File: src/rtl/sram_arb_pkg.sv
// Shared definitions for the two-port SRAM arbiter: bus widths, FSM state
// encoding, arbitration mode codes and requester identifiers.
package sram_arb_pkg;

  localparam int ADDR_W = 6;
  localparam int DATA_W = 8;

  typedef enum logic [1:0] {
    ST_IDLE   = 2'b00,
    ST_ACCESS = 2'b01,
    ST_RESP   = 2'b10
  } state_e;

  typedef enum logic [1:0] {
    MODE_RR     = 2'b00,
    MODE_A_ONLY = 2'b01,
    MODE_B_ONLY = 2'b10,
    MODE_A_PRIO = 2'b11
  } mode_e;

  typedef enum logic {
    REQ_A = 1'b0,
    REQ_B = 1'b1
  } req_id_e;

endpackage

File: src/rtl/sram_arbiter_if.sv
// Bus bundle between the two requesters, the SRAM macro and the arbiter.
//   mode                 : arbitration mode (00 RR, 01 A only, 10 B only, 11 A prio)
//   a_* / b_*            : per-requester req/addr/wdata/we in, ack/rdata out
//   mem_*                : SRAM side (active-low cen/gwen, addr, wdata out, q in)
//   busy                 : arbiter has a transaction in flight
// Modport slave is the arbiter's view, master is the environment's view.
interface sram_arbiter_if;
  import sram_arb_pkg::*;

  logic [1:0]        mode;
  logic              a_req;
  logic [ADDR_W-1:0] a_addr;
  logic [DATA_W-1:0] a_wdata;
  logic              a_we;
  logic              a_ack;
  logic [DATA_W-1:0] a_rdata;
  logic              b_req;
  logic [ADDR_W-1:0] b_addr;
  logic [DATA_W-1:0] b_wdata;
  logic              b_we;
  logic              b_ack;
  logic [DATA_W-1:0] b_rdata;
  logic              mem_cen;
  logic              mem_gwen;
  logic [ADDR_W-1:0] mem_addr;
  logic [DATA_W-1:0] mem_wdata;
  logic [DATA_W-1:0] mem_q;
  logic              busy;

  modport slave (
    input  mode,
    input  a_req, a_addr, a_wdata, a_we,
    output a_ack, a_rdata,
    input  b_req, b_addr, b_wdata, b_we,
    output b_ack, b_rdata,
    output mem_cen, mem_gwen, mem_addr, mem_wdata,
    input  mem_q,
    output busy
  );

  modport master (
    output mode,
    output a_req, a_addr, a_wdata, a_we,
    input  a_ack, a_rdata,
    output b_req, b_addr, b_wdata, b_we,
    input  b_ack, b_rdata,
    input  mem_cen, mem_gwen, mem_addr, mem_wdata,
    output mem_q,
    input  busy
  );

endinterface

File: src/rtl/sram_arb_pick.sv
// Combinational grant selection.
//   a_req, b_req : raw request levels
//   mode         : arbitration mode
//   last_grant   : requester granted most recently (round-robin history)
//   grant_valid  : an eligible request exists
//   grant_id     : which requester wins (meaningful only with grant_valid)
module sram_arb_pick
  import sram_arb_pkg::*;
(
  input  logic       a_req,
  input  logic       b_req,
  input  logic [1:0] mode,
  input  req_id_e    last_grant,
  output logic       grant_valid,
  output req_id_e    grant_id
);

  always_comb begin
    grant_valid = 1'b0;
    grant_id    = REQ_A;
    case (mode)
      MODE_A_ONLY: begin
        grant_valid = a_req;
        grant_id    = REQ_A;
      end
      MODE_B_ONLY: begin
        grant_valid = b_req;
        grant_id    = REQ_B;
      end
      MODE_A_PRIO: begin
        grant_valid = a_req | b_req;
        grant_id    = a_req ? REQ_A : REQ_B;
      end
      default: begin
        grant_valid = a_req | b_req;
        // Only a genuine tie consults history; a lone requester always wins.
        if (a_req && b_req) begin
          grant_id = (last_grant == REQ_A) ? REQ_B : REQ_A;
        end else begin
          grant_id = a_req ? REQ_A : REQ_B;
        end
      end
    endcase
  end

endmodule

File: src/rtl/sram_arbiter.sv
// Two-requester arbiter in front of a single-port synchronous SRAM.
// Each transaction takes IDLE (grant + latch) -> ACCESS (SRAM strobe) ->
// RESP (ack + read data), so a request sampled at cycle N is acked at N+2.
//   wb_clk_i : clock
//   wb_rst_i : synchronous active-high reset
//   bus      : requester / SRAM bundle, arbiter side
module sram_arbiter
  import sram_arb_pkg::*;
(
  input  logic          wb_clk_i,
  input  logic          wb_rst_i,
  sram_arbiter_if.slave bus
);

  state_e            state_q, state_d;
  req_id_e           last_grant_q, last_grant_d;
  req_id_e           id_q, id_d;
  logic [ADDR_W-1:0] addr_q, addr_d;
  logic [DATA_W-1:0] wdata_q, wdata_d;
  logic              we_q, we_d;

  logic              grant_valid;
  req_id_e           grant_id;

  logic              in_access;
  logic              in_resp;
  logic              a_sel;
  logic              b_sel;

  sram_arb_pick u_pick (
    .a_req       (bus.a_req),
    .b_req       (bus.b_req),
    .mode        (bus.mode),
    .last_grant  (last_grant_q),
    .grant_valid (grant_valid),
    .grant_id    (grant_id)
  );

  // Mode and requests are only looked at in IDLE, so anything that changes
  // while a transaction is in flight cannot disturb it.
  always_comb begin
    state_d      = state_q;
    last_grant_d = last_grant_q;
    id_d         = id_q;
    addr_d       = addr_q;
    wdata_d      = wdata_q;
    we_d         = we_q;
    case (state_q)
      ST_IDLE: begin
        if (grant_valid) begin
          state_d      = ST_ACCESS;
          last_grant_d = grant_id;
          id_d         = grant_id;
          addr_d       = (grant_id == REQ_A) ? bus.a_addr  : bus.b_addr;
          wdata_d      = (grant_id == REQ_A) ? bus.a_wdata : bus.b_wdata;
          we_d         = (grant_id == REQ_A) ? bus.a_we    : bus.b_we;
        end
      end
      ST_ACCESS: state_d = ST_RESP;
      ST_RESP:   state_d = ST_IDLE;
      default:   state_d = ST_IDLE;
    endcase
  end

  always_ff @(posedge wb_clk_i) begin
    if (wb_rst_i) begin
      state_q      <= ST_IDLE;
      last_grant_q <= REQ_B;
      id_q         <= REQ_A;
      addr_q       <= '0;
      wdata_q      <= '0;
      we_q         <= 1'b0;
    end else begin
      state_q      <= state_d;
      last_grant_q <= last_grant_d;
      id_q         <= id_d;
      addr_q       <= addr_d;
      wdata_q      <= wdata_d;
      we_q         <= we_d;
    end
  end

  // Outputs decode straight from the state flops; reset masks them in the
  // same cycle so an aborted access never strobes the SRAM or acks.
  assign in_access = (state_q == ST_ACCESS) && !wb_rst_i;
  assign in_resp   = (state_q == ST_RESP)   && !wb_rst_i;
  assign a_sel     = in_resp && (id_q == REQ_A);
  assign b_sel     = in_resp && (id_q == REQ_B);

  assign bus.mem_cen   = ~in_access;
  assign bus.mem_gwen  = ~(in_access && we_q);
  assign bus.mem_addr  = in_access ? addr_q  : '0;
  assign bus.mem_wdata = in_access ? wdata_q : '0;

  // mem_q is valid the cycle after the strobe, which is exactly RESP.
  assign bus.a_ack   = a_sel;
  assign bus.a_rdata = (a_sel && !we_q) ? bus.mem_q : '0;
  assign bus.b_ack   = b_sel;
  assign bus.b_rdata = (b_sel && !we_q) ? bus.mem_q : '0;

  assign bus.busy = in_access | in_resp;

endmodule
File: src/flat_wrapper.sv
// flat-port wrapper written by rule: the top's interface ports become plain ports
module sram_arbiter_flat import sram_arb_pkg::*;
  (wb_clk_i, wb_rst_i, bus_mode, bus_a_req, bus_a_addr, bus_a_wdata, bus_a_we, bus_a_ack, bus_a_rdata, bus_b_req, bus_b_addr, bus_b_wdata, bus_b_we, bus_b_ack, bus_b_rdata, bus_mem_cen, bus_mem_gwen, bus_mem_addr, bus_mem_wdata, bus_mem_q, bus_busy);
  sram_arbiter_if bus_i ();
  input  logic wb_clk_i;
  input  logic wb_rst_i;
  input wire logic [$bits(bus_i.mode)-1:0] bus_mode;
  input wire logic [$bits(bus_i.a_req)-1:0] bus_a_req;
  input wire logic [$bits(bus_i.a_addr)-1:0] bus_a_addr;
  input wire logic [$bits(bus_i.a_wdata)-1:0] bus_a_wdata;
  input wire logic [$bits(bus_i.a_we)-1:0] bus_a_we;
  output wire logic [$bits(bus_i.a_ack)-1:0] bus_a_ack;
  output wire logic [$bits(bus_i.a_rdata)-1:0] bus_a_rdata;
  input wire logic [$bits(bus_i.b_req)-1:0] bus_b_req;
  input wire logic [$bits(bus_i.b_addr)-1:0] bus_b_addr;
  input wire logic [$bits(bus_i.b_wdata)-1:0] bus_b_wdata;
  input wire logic [$bits(bus_i.b_we)-1:0] bus_b_we;
  output wire logic [$bits(bus_i.b_ack)-1:0] bus_b_ack;
  output wire logic [$bits(bus_i.b_rdata)-1:0] bus_b_rdata;
  output wire logic [$bits(bus_i.mem_cen)-1:0] bus_mem_cen;
  output wire logic [$bits(bus_i.mem_gwen)-1:0] bus_mem_gwen;
  output wire logic [$bits(bus_i.mem_addr)-1:0] bus_mem_addr;
  output wire logic [$bits(bus_i.mem_wdata)-1:0] bus_mem_wdata;
  input wire logic [$bits(bus_i.mem_q)-1:0] bus_mem_q;
  output wire logic [$bits(bus_i.busy)-1:0] bus_busy;
  assign bus_i.mode = bus_mode;
  assign bus_i.a_req = bus_a_req;
  assign bus_i.a_addr = bus_a_addr;
  assign bus_i.a_wdata = bus_a_wdata;
  assign bus_i.a_we = bus_a_we;
  assign bus_a_ack = bus_i.a_ack;
  assign bus_a_rdata = bus_i.a_rdata;
  assign bus_i.b_req = bus_b_req;
  assign bus_i.b_addr = bus_b_addr;
  assign bus_i.b_wdata = bus_b_wdata;
  assign bus_i.b_we = bus_b_we;
  assign bus_b_ack = bus_i.b_ack;
  assign bus_b_rdata = bus_i.b_rdata;
  assign bus_mem_cen = bus_i.mem_cen;
  assign bus_mem_gwen = bus_i.mem_gwen;
  assign bus_mem_addr = bus_i.mem_addr;
  assign bus_mem_wdata = bus_i.mem_wdata;
  assign bus_i.mem_q = bus_mem_q;
  assign bus_busy = bus_i.busy;
  sram_arbiter u_core (.wb_clk_i(wb_clk_i), .wb_rst_i(wb_rst_i), .bus(bus_i));
endmodule
File: config.mk
export PLATFORM = sky130hd
export DESIGN_NAME = sram_arbiter_flat
export DESIGN_NICKNAME = d
export VERILOG_FILES = /design/src/rtl/sram_arb_pkg.sv /design/src/rtl/sram_arbiter_if.sv /design/src/rtl/sram_arb_pick.sv /design/src/rtl/sram_arbiter.sv /design/src/flat_wrapper.sv
export SDC_FILE = /design/constraint.sdc
export NUM_CORES = 1
export LEC_CHECK = 0
export CAP_MARGIN = 20
export CORE_MARGIN = 2
export CORE_UTILIZATION = 33
export CTS_CLUSTER_SIZE = 20
export DETAILED_ROUTE_END_ITERATION = 12
export GPL_ROUTABILITY_DRIVEN = 0
export PLACE_DENSITY = 0.87
export SYNTH_ARGS = -nofsm -noshare
export SYNTH_HDL_FRONTEND = slang
export SYNTH_SLANG_ARGS = --single-unit
File: constraint.sdc
create_clock -name wb_clk_i -period 1.85 [get_ports wb_clk_i]
set_input_delay 0.37 -clock wb_clk_i [delete_from_list [all_inputs] [get_ports wb_clk_i]]
set_output_delay 0.37 -clock wb_clk_i [all_outputs]
set_load 0.005 [all_outputs]
==> results.yml, run 1 <==
outcome:
  outcome: "complete, but fails checks"
  violations: "setup timing"
job:
  drv_cap: 0
sta:
  period_needed_ns: 1.94
  rsz0062_at_grt: "true"
  setup_tns_ns: -0.793
  post-route-period-util: 1.05
  clock_skew_ns: 0.00158
  final_hold_viol_count: 0
  max_freq_mhz: 515
  setup_violations: 25
  slew_headroom: 0.751
  tightest_slew_ns: 0.373
  setup_ws_ns: -0.0906
  drv_slew: 0
setup_path:
  slowest_delay_ns: 0.36
  r2r-start: "u_core.state_q[1]"
  slowest_stage: "dfxtp_4"
  crit_required_ns: 1.48
  worstSetupStartpoint: "u_core.id_q"
  start_kind: "flip-flop"
  r2r_setup_slack_ns: 0.19
  arrival_ns: 1.57
  rr_worst_depth: 6
  crit_path_cell_trace: "buf_6 > nand2_4 > nor4_4 > buf_4 > buf_6 > buf_6 > buf_6 > and2_1 > buf_2"
  critPathCaptureType: "output pin"
  cp_common_cell: "buf_6"
  r2r_end: "u_core.wdata_q[3]"
  cp_max_fo: 3
  crit_type: "flip-flop to output pin"
route:
  met1_length_mm: 1.69
  route.met2.wl_mm: 2.27
  drt-pass1-iter-count: 5
  wl_per_cell_um: 15.2
  drc_errors: 0
  routed-wl-met3_um: 403
  antenna_left: 0
  dr.max_layer_used: "met4"
  totalWireLength_mm: 4.39
  drt-initial-drc-count: 40
  vias: 1421
  viasPerCell: 4.90
layout:
  nets: 291
  drive_gt1_frac: 0.388
  fill_cells: 294
  n_antenna_cell: 0
  syn2layout_area_growth_pct: 95.6
  final_cell_area_sq_um: 2420
synthesis:
  yosysSeqAreaShare: 0.307
  synthesis.nets: 181
  avgSynthCellArea_sq_um: 9.30
  yosysWarningCount: 0
  synth_area_leaders: "dfxtp_1 31%, and2_1 15%, mux2i_1 12%"
  yosysMostFrequentCell: "and2_1"
  synth_area_sq_um: 1240
  synth_largest_area_cell: "dfxtp_1"
  synth_cells: 133
  synthTopCellsByCount: "30 x and2_1, 19 x dfxtp_1, 17 x a21oi_1, 15 x mux2i_1, 11 x a211oi_1"
  synth-edff-count: 0
  ys_dominant_reg_cell: "dfxtp_1"
  ys_seq_elements: 19
  synth_top_area_frac: 0.307
  async_reset_ff_frac: 0
  ys_types: 29
grt:
  antenna_found_initial: 0
  grt_pass1_wl_mm: 6.47
  grt_start_max_net_pins: 21
  grt_pass1_vias: 1392
  grt.total_usage: 0.189
  overflow: 0
floorplanning:
  dieArea_sq_um: 4260
  fp-row-count: 22
  io_pins: 79
  initial_core_util: 0.341
  fp.dieH_um: 65.2
  core_area_sq_um: 3630
  die_w_um: 65.2
power_and_ir_drop:
  pwr-share-clk: 0.224
  power.internal_w: 0.000910
  vdd_drop_max_v: 0.000398
  pwr-share-seq: 0.386
  swShare: 0.300
  p_sw_w: 0.000390
  combinationalPowerShare: 0.390
  p_per_area_nw_per_um2: 537
  p_leak_nw: 1.12
min_path:
  min_path_cells: 2
  holdCritPathClass: "flip-flop to flip-flop"
  worstHoldStart: "u_core.last_grant_q"
  min_to: "u_core.last_grant_q"
clock_tree:
  hold_buffers: 0
  tritoncts: "done"
  clkTransAtPathRegs_ns: 0.07
  clock_tree.root_cell: "clkbuf_8"
  clock_latency_ns: 0.25
  numCtsBuffers: 3
  ctsLongestPathBuffers: 2
  ctsHtreeMaxLevel: 1
  clock_sinks: 19
place:
  dp_hpwl_mm: 2.64
  io_buffers: 78
  placed_area_sq_um: 2170
flip-flops by register name (all words and copies together), names as in the netlist:
signal               flops
u_core.state_q           2
u_core.last_grant_q      1
u_core.wdata_q           8
u_core.id_q              1
u_core.we_q              1
u_core.addr_q            6
logic make-up after synthesis:
group           after synthesis  share of synthesized area
simple gates                 46                      0.239
compound gates               36                      0.217
flops                        19                      0.307
mux                          15                      0.121
buf+inv                      12                     0.0677
fa+ha+maj                     4                     0.0404
xor+xnor                      1                    0.00708
stage by stage:
stage	hold slack, ns	setup slack (ns)	cells	util	total power, W
2_1_floorplan	0.458	0.0938	133	-	0.000729
4_1_cts	0.514	-0.0611	289	0.647	0.00126
3_3_place_gp	0.483	-0.498	270	0.597	0.000914
5_1_grt	0.531	-0.144	290	0.666	0.00136
6_report	0.508	-0.0906	290	0.666	0.00130
3_5_place_dp	0.496	-0.587	270	0.597	0.000924
critical path, delay by kind of cell, from the launching register on:
family / cells / cell delay, ns
AND/OR/NAND/NOR: 3 / 0.25
buffers and inverters: 6 / 0.70
flip-flops: 1 / 0.36
final cells by class:
class / instances / area [sq um] / share of cell area
flip-flops and latches: 19 / 387 / 0.160
repair buffers: 113 / 1030 / 0.427
inverters: 3 / 11.3 / 0.00465
multi-input cells: 103 / 885 / 0.366
well taps: 48 / 60.1 / 0.0248
clock buffers: 4 / 45.0 / 0.0186
layer usage:
layer | track usage | vias to the layer above
met5 | 0 | -
met4 | 0.0182 | 0
met3 | 0.0377 | 6
met2 | 0.370 | 71
met1 | 0.218 | 649
li1 | - | 695
power by group through the flow:
| stage | clock network (W) | registers (W) | logic, W |
|---|---|---|---|
| floorplan | 0 | 0.000495 | 0.000234 |
| global placement | 0 | 0.000496 | 0.000418 |
| global route | 0.000307 | 0.000508 | 0.000545 |
| CTS | 0.000289 | 0.000498 | 0.000473 |
| detailed placement | 0 | 0.000498 | 0.000426 |
| finish | 0.000291 | 0.000501 | 0.000507 |
cell usage in the layout, fill, tap and decap left out, types with 2 or more instances in the layout:
cell type and n:
buf_6 20, ha_1 3, a211oi_2 5, and2_1 24, mux2i_1 14, dlymetal6s2s_1 2
nand2b_1 2, and2_4 8, a21oi_2 3, inv_1 3, dlygate4sd2_1 8, clkdlybuf4s15_1 3
dfxtp_2 2, buf_4 16, clkdlybuf4s50_1 40, buf_2 21, clkbuf_8 3, a211oi_1 10
dfxtp_1 16, a21oi_1 15
what timing repair did:
item,CTS,global route
setup buffers,13,0
endpoints found under the setup margin,38,48
pin swaps,7,4
gates cloned,2,1
gates resized for setup,154,9
worst max-delay path by stage:
| stage | endpoint | slack (ns) | cells past startpoint |
|---|---|---|---|
| after floorplan | u_core.addr_q[3] | 0.09 | 9 |
| after global placement | bus_a_rdata[0] | -0.50 | 5 |
| after detailed placement | bus_a_rdata[0] | -0.59 | 5 |
| after CTS | bus_mem_addr[2] | -0.06 | 7 |
| after global routing | bus_mem_addr[2] | -0.14 | 7 |
| final | bus_b_rdata[4] | -0.09 | 9 |
No activity file was read; power rests on OpenSTA's default activity.
==> run 2: changes to the inputs <==
- CORE_UTILIZATION: 33 -> 39
- PLACE_DENSITY: 0.87 -> 0.95
- clock period: 1.85 -> 2.5 ns (I/O delays scaled with it)
==> run 2 against run 1 <==
The flow now finishes without violations. Largest cell class unchanged. Final cell count is 8.3% lower. Design area fell by 8.9%. Via count down 9.7%. Count of clock-buffer cells in the layout down 1. Non-clock buffer count decreased by 19. Wire length shrank 21%. Flip-flop and latch count stayed put. Hold slack improved by 0.0040 ns. Combinational power decreased by 41%. Sequential power fell by 26%. Total power fell by 37%. Global-route usage is 0.22 points lower.
==> results.yml, run 2 (synthesized netlist as in run 1, its figures left out) <==
sta:
  final_hold_viol_count: 0
  setup_violations: 0
  rsz0062_at_grt: "false"
  setup_tns_ns: 0
  fin_hold_ws_ns: 0.512
  clock_skew_ns: 0.00337
  max_freq_mhz: 410
  tightest_slew_ns: 0.707
  drv_slew: 0
  slew_headroom: 0.529
  post-route-period-util: 0.977
  period_needed_ns: 2.44
grt:
  grt_pass1_wl_mm: 5.24
  grt.total_usage: 0.187
  grt_start_max_net_pins: 17
  antenna_found_initial: 0
  overflow: 0
  grt_pass1_vias: 1234
setup_path:
  cp_common_cell: "buf_6"
  critPathCaptureType: "output pin"
  slowest_stage: "clkdlybuf4s50_1"
  arrival_ns: 1.94
  slowest_delay_ns: 0.50
  crit_type: "input port to output pin"
  crit_required_ns: 2.00
  cp_max_fo: 5
  crit_path_cell_trace: "dlygate4sd2_1 > buf_6 > nor3b_4 > buf_6 > and2_1 > clkdlybuf4s50_1"
  start_kind: "input port"
job:
  drv_cap: 0
power_and_ir_drop:
  pwr-share-seq: 0.450
  p_leak_nw: 1.03
  p_sw_w: 0.000244
  swShare: 0.297
  combinationalPowerShare: 0.364
  pwr-share-clk: 0.186
  vdd_drop_max_v: 0.000325
  finalPower_w: 0.000821
  p_per_area_nw_per_um2: 372
  power.internal_w: 0.000577
route:
  antenna_left: 0
  drt-pass1-iter-count: 4
  viasPerCell: 4.82
  drt-initial-drc-count: 49
  vias: 1283
  wl_per_cell_um: 13.0
  totalWireLength_mm: 3.47
  drc_errors: 0
clock_tree:
  clock_tree.root_cell: "clkbuf_4"
  clkTransAtPathRegs_ns: 0.10
  hold_buffers: 0
  ctsLongestPathBuffers: 2
  tritoncts: "done"
  clock_sinks: 19
  numCtsBuffers: 3
  clock_latency_ns: 0.30
  ctsHtreeMaxLevel: 1
min_path:
  holdCritPathClass: "flip-flop to flip-flop"
layout:
  n_antenna_cell: 0
  drive_gt1_frac: 0.158
  largest_reg_flops: 8
  mostFrequentLayoutCells: "66 x clkdlybuf4s50_1, 30 x and2_1, 17 x a21oi_1, 17 x dfxtp_1, 15 x mux2i_1"
  reg_top3: "u_core.wdata_q: 8 flops, u_core.addr_q: 6 flops, u_core.state_q: 2 flops"
  syn2layout_area_growth_pct: 78.2
  final_common_cell: "clkdlybuf4s50_1"
  regMostFlops: "u_core.wdata_q"
  nets: 271
floorplanning:
  fp-row-count: 20
  core_area_sq_um: 3030
  dieArea_sq_um: 3640
  fp.dieH_um: 60.3
  initial_core_util: 0.409
  io_pins: 79
  die_w_um: 60.3
place:
  io_buffers: 78
  dp_hpwl_mm: 2.67
outcome:
  outcome: "completed"
[run 2: what timing repair did]
| action | CTS | global route |
|---|---|---|
| cloned | 1 | 0 |
| setup endpoints to repair | 31 | 11 |
| pin swaps | 2 | 1 |
| setup buffers | 2 | 2 |
| gates resized for setup | 13 | 11 |
| hold endpoints to repair | 0 | 0 |
[run 2: power by group through the flow]
stage               Combinational (W)  Sequential (W)  Clock [W]
global route                 0.000327        0.000373   0.000167
global placement             0.000283        0.000370          0
detailed placement           0.000290        0.000373          0
floorplan                    0.000173        0.000366          0
CTS                          0.000299        0.000368   0.000159
finish                       0.000299        0.000369   0.000153
[run 2: final timing paths]
path                       start             endpoint  slack, ns  depth (start not counted)
max                     wb_rst_i     bus_mem_wdata[2]       0.06                          6
min          u_core.last_grant_q  u_core.last_grant_q       0.51                          2
max reg2reg    u_core.state_q[1]    u_core.wdata_q[1]       1.13                          4
min reg2reg  u_core.last_grant_q  u_core.last_grant_q       0.51                          2
[run 2: metrics by stage]
step           cells  setup WS [ns]  area [sq um]   util
3_5_place_dp     257         -0.268          2080  0.688
6_report         266         0.0585          2200  0.728
3_3_place_gp     257         -0.134          2080  0.688
2_1_floorplan    133          0.614          1240      -
4_1_cts          264         0.0276          2160  0.714
5_1_grt          266       0.000306          2200  0.728
[run 2: critical path: cells and delay by family]
family / cells / cell delay (ns)
and+or+nand+nor: 2 / 0.39
buffers and inverters: 4 / 1.05
[run 2: area by class of cell]
type	count	area (sq um)
multi-input combinational	102	793
fill	241	823
tap	44	55.1
inverter	3	11.3
sequential	19	383
clock inverter	1	5.00
clock buffer	3	22.5
timing repair buffer	94	935
[run 2: routing by layer]
metal / vias to the layer above / GRT usage / wire length (um)
met5: - / 0 / 0
met4: 0 / 0.0413 / 13
met3: 2 / 0.0554 / 335
met2: 55 / 0.360 / 1790
met1: 576 / 0.200 / 1330
li1: 650 / - / -
